**src/rtl/contador_rco_16b.sv**
```systemverilog
// 16-bit up/down/load counter built from cascaded 4-bit stages.
// Q and the per-nibble carry/borrow flags RCO are registered.
module contador_rco_16b #(
  parameter int unsigned WIDTH = 16,
  parameter int unsigned NIB   = WIDTH / 4
) (
  input  logic             clk,
  input  logic             reset_L,
  input  logic             enb,
  input  logic [1:0]       modo,
  input  logic [WIDTH-1:0] D,
  output logic [WIDTH-1:0] Q,
  output logic [NIB-1:0]   RCO
);

  localparam logic [1:0] MODO_UP    = 2'b00;
  localparam logic [1:0] MODO_DN1   = 2'b01;
  localparam logic [1:0] MODO_DN3   = 2'b10;
  localparam logic [1:0] MODO_LOAD  = 2'b11;

  logic [WIDTH-1:0] q_nxt_c;
  logic [NIB-1:0]   rco_nxt_c;

  // Nibble chain: stage 0 applies the step, later stages take the carry/borrow of the stage below.
  always_comb begin
    logic       chain;
    logic [1:0] step;
    logic [4:0] sum;
    q_nxt_c   = Q;
    rco_nxt_c = '0;
    chain     = 1'b0;
    step      = 2'd0;
    sum       = 5'd0;
    for (int i = 0; i < int'(NIB); i++) begin
      if (i == 0) begin
        step = (modo == MODO_DN3) ? 2'd3 : 2'd1;
      end else begin
        step = {1'b0, chain};
      end
      if (modo == MODO_UP) begin
        sum = {1'b0, Q[4*i +: 4]} + {3'b000, step};
      end else begin
        sum = {1'b0, Q[4*i +: 4]} - {3'b000, step};
      end
      q_nxt_c[4*i +: 4] = sum[3:0];
      chain             = sum[4];
      rco_nxt_c[i]      = chain;
    end
  end

  // Flags are single-cycle pulses: cleared on hold, load and reset.
  always_ff @(posedge clk) begin
    if (!reset_L) begin
      Q   <= '0;
      RCO <= '0;
    end else if (enb) begin
      if (modo == MODO_LOAD) begin
        Q   <= D;
        RCO <= '0;
      end else begin
        Q   <= q_nxt_c;
        RCO <= rco_nxt_c;
      end
    end else begin
      RCO <= '0;
    end
  end

  logic unused_dn1;
  assign unused_dn1 = (MODO_DN1 == 2'b01);

endmodule

```
**config.mk**
```make
export PLATFORM = sky130hd
export DESIGN_NAME = contador_rco_16b
export DESIGN_NICKNAME = d
export VERILOG_FILES = /design/src/rtl/contador_rco_16b.sv
export SDC_FILE = /design/constraint.sdc
export NUM_CORES = 1
export LEC_CHECK = 0
export CORE_MARGIN = 2
export CORE_UTILIZATION = 44
export DETAILED_ROUTE_END_ITERATION = 10
export GPL_ROUTABILITY_DRIVEN = 0
export PLACE_DENSITY = 0.86
export SYNTH_ARGS = -nofsm -noshare
export SYNTH_HDL_FRONTEND = slang
export SYNTH_SLANG_ARGS = --single-unit
```
**constraint.sdc**
```tcl
create_clock -name clk -period 5.8 [get_ports clk]
set_clock_uncertainty 0.05 [all_clocks]
set_input_delay 0.87 -clock clk [delete_from_list [all_inputs] [get_ports clk]]
set_output_delay 0.87 -clock clk [all_outputs]
set_load 0.01 [all_outputs]
```
==> impl_metrics.py, run 1 <==
metrics = {
    "route": {
        "postRouteAntennaNets": 0,
        "drc": 0,
        "wire_per_inst_um": 13.8,
        "drt_iter0_drc": 108,
        "first_pass_iters": 4,
        "avgViaCountPerCell": 5.54,
        "vias": 1590,
        "wirelength_um": 3950,
    },
    "cts": {
        "worstSkewPairLatency_ns": 0.30,
        "clockBufferDepth": 2,
        "cts_tree": "yes",
        "numCtsBuffers": 3,
        "root_buffer": "clkbuf_4",
        "clk_pin_slew_ns": 0.12,
        "htree_levels": 1,
        "cts.sinks": 20,
        "post_cts_buffers": 0,
        "hold_buffers": 0,
    },
    "final_layout": {
        "diodes": 0,
        "layout-drive-gt1-share": 0.149,
        "mostFrequentLayoutCell": "clkdlybuf4s50_1",
        "fin_nets": 278,
        "area_growth_pct": 35.5,
        "fin_cells": 287,
        "design_area_sq_um": 2160,
        "layout_common_cells": "38 x clkdlybuf4s50_1, 27 x nand2_1, 20 x dfxtp_1, 17 x buf_4, 16 x nor2_1",
    },
    "pwr": {
        "p_total_w": 0.000565,
        "p_leak_nw": 0.875,
        "ir_worst_vdd_v": 0.000138,
        "power_density_nw_per_um2": 262,
    },
    "floorplan": {
        "die_h_um": 64.1,
        "start_util": 0.466,
        "placement_rows": 21,
        "die_area_sq_um": 4110,
        "core_sq_um": 3420,
        "ios": 41,
        "fp.dieW_um": 64.1,
    },
    "placement": {
        "dp_worst_setup_slack_ns": -0.247,
        "dpl.cell_count": 283,
        "post-dp-hpwl_um": 2900,
        "port_buffers": 40,
        "dpl_cell_area_sq_um": 2110,
    },
    "timing": {
        "max_freq_mhz": 186,
        "setup_viol": 0,
        "fin_ws_ns": 0.419,
        "tightest_slew_ns": 0.652,
        "slew_headroom": 0.565,
        "final_max_slew_viol_count": 0,
        "finalSetupTns_ns": 0,
        "period_share": 0.928,
        "finalCriticalPeriod_ns": 5.38,
        "rsz0062_at_grt": "no",
        "hold_violations": 0,
    },
    "worst_setup_path": {
        "crit_start": "modo[1]",
        "crit_fanout": 8,
        "worstPathRequired_ns": 5.95,
        "rr_startpoint": "Q[0]$_SDFFE_PN0P_",
        "worstSetupPathType": "input pin to register",
        "cp_data_arrival_time_ns": 5.53,
        "cp-end-kind": "register",
        "reg2reg_slack_ns": 0.85,
        "start_kind": "input pin",
    },
    "global_routing": {
        "grt_pass1_wl_um": 6840,
        "grt_pass1_vias": 1525,
        "antenna_found_initial": 0,
        "grt.overflow.total": 0,
        "grt_max_degree": 39,
        "grt_use_total": 0.203,
    },
    "logic_synthesis": {
        "ys.flop_type": "dfxtp_1",
        "syn_avg_cell_area_sq_um": 8.16,
        "async_flop_share": 0,
        "yosysWarningCount": 0,
        "synthCells": 195,
        "ys_ff_latch": 20,
        "synthesis.nets": 231,
        "syn_area_sq_um": 1590,
        "synth_cell_types": 58,
        "synth_enable_flop_cells": 0,
        "yosysSeqAreaShare": 0.252,
    },
    "worst_hold_path": {
        "min_path_type": "register to register",
        "hp-start": "Q[12]$_SDFFE_PN0P_",
    },
    "status": {
        "status": "finished clean",
    },
    "run": {
        "maxCapViolations": 0,
    },
}
[routing by layer]
| metal | vias up | part of all wire | routed length (um) | track usage |
|---|---|---|---|---|
| met4 | 0 | 0.0035 | 14 | 0.0452 |
| met3 | 2 | 0.041 | 162 | 0.0352 |
| met1 | 753 | 0.48 | 1900 | 0.273 |
| met2 | 33 | 0.48 | 1880 | 0.340 |
| li1 | 802 | - | - | - |
| met5 | - | 0 | 0 | 0 |
[cell usage after synthesis (2+ instances only)]
library cell / number / area (sq um)
nand2_1: 27 / 101
dfxtp_1: 20 / 400
nor2_1: 17 / 63.8
ha_1: 12 / 150
a21oi_1: 10 / 50.1
clkbuf_1: 10 / 37.5
nand3_1: 10 / 50.1
o21ai_0: 9 / 45.0
a311oi_1: 7 / 61.3
inv_1: 6 / 22.5
a21o_1: 3 / 22.5
buf_2: 3 / 15.0
fa_1: 3 / 60.1
nand4_1: 3 / 18.8
nand4b_1: 3 / 26.3
nor3b_1: 3 / 22.5
xnor2_1: 3 / 26.3
a21boi_0: 2 / 15.0
and2_1: 2 / 12.5
nand3b_1: 2 / 15.0
nor4_1: 2 / 12.5
xor2_1: 2 / 17.5
[final timing paths]
path | endpoint | cells after the start
max | Q[14]$_SDFFE_PN0P_ | 24
min | Q[12]$_SDFFE_PN0P_ | 2
max reg2reg | Q[14]$_SDFFE_PN0P_ | 21
min reg2reg | Q[12]$_SDFFE_PN0P_ | 2
[worst max-delay path, cell delays in order]
cell	delay, ns
dlymetal6s2s_1	0.21
nor2_2	0.15
inv_1	0.08
ha_1	0.30
a21o_1	0.17
a21oi_1	0.19
ha_1	0.17
inv_1	0.05
ha_1	0.20
fa_1	0.40
o21a_1	0.20
o32a_2	0.34
nand2_2	0.06
inv_1	0.05
ha_1	0.20
fa_1	0.40
nor4_2	0.25
nand3_2	0.13
o21ai_0	0.12
ha_1	0.23
ha_1	0.22
a211oi_2	0.07
a31o_1	0.20
a221o_1	0.28
[logic make-up (layout without fill, tap and decap cells)]
group,count (synthesis),after routing,share of synthesized area
AO/OA/AOI/OAI,52,52,0.263
XOR/XNOR,5,5,0.0275
multiplexers,2,2,0.0134
buffers and inverters,21,67,0.0590
AND/OR/NAND/NOR,80,80,0.253
flip-flops,20,20,0.252
adder cells (fa/ha/maj),15,15,0.132
[flip-flops by register name, summed over array words and instances, names as in the netlist]
| signal | count |
|---|---|
| RCO | 4 |
| Q | 16 |
[per-stage QoR]
step           hold WS, ns   util
2_1_floorplan        0.469      -
3_3_place_gp         0.443  0.619
3_5_place_dp         0.452  0.619
4_1_cts              0.472  0.630
5_1_grt              0.506  0.631
6_report             0.474  0.631
[power by group]
part / internal (W) / switching (W)
Sequential: 0.000155 / 0.0000227
Combinational: 0.000160 / 0.000144
Clock: 0.0000382 / 0.0000452
Total: 0.000353 / 0.000212
[repair_timing]
item / CTS / global route
endpoints found under the hold margin: 0 / 0
setup endpoints to repair: 0 / 4
gates resized for setup: 0 / 2
[area by class of cell]
class	count	area (sq um)
multi-input combinational	154	1110
clock buffer	4	36.3
timing repair buffer	57	533
fill	313	1260
sequential	20	400
inverter	6	22.5
tap	46	57.6
Power figures use the tool's default switching activity.
==> run 2, diff against run 1 <==
SLEW_MARGIN = 20   (was default)
==> results of run 2 <==
The final DEF is identical to that of run 1; final timing and power are the same.
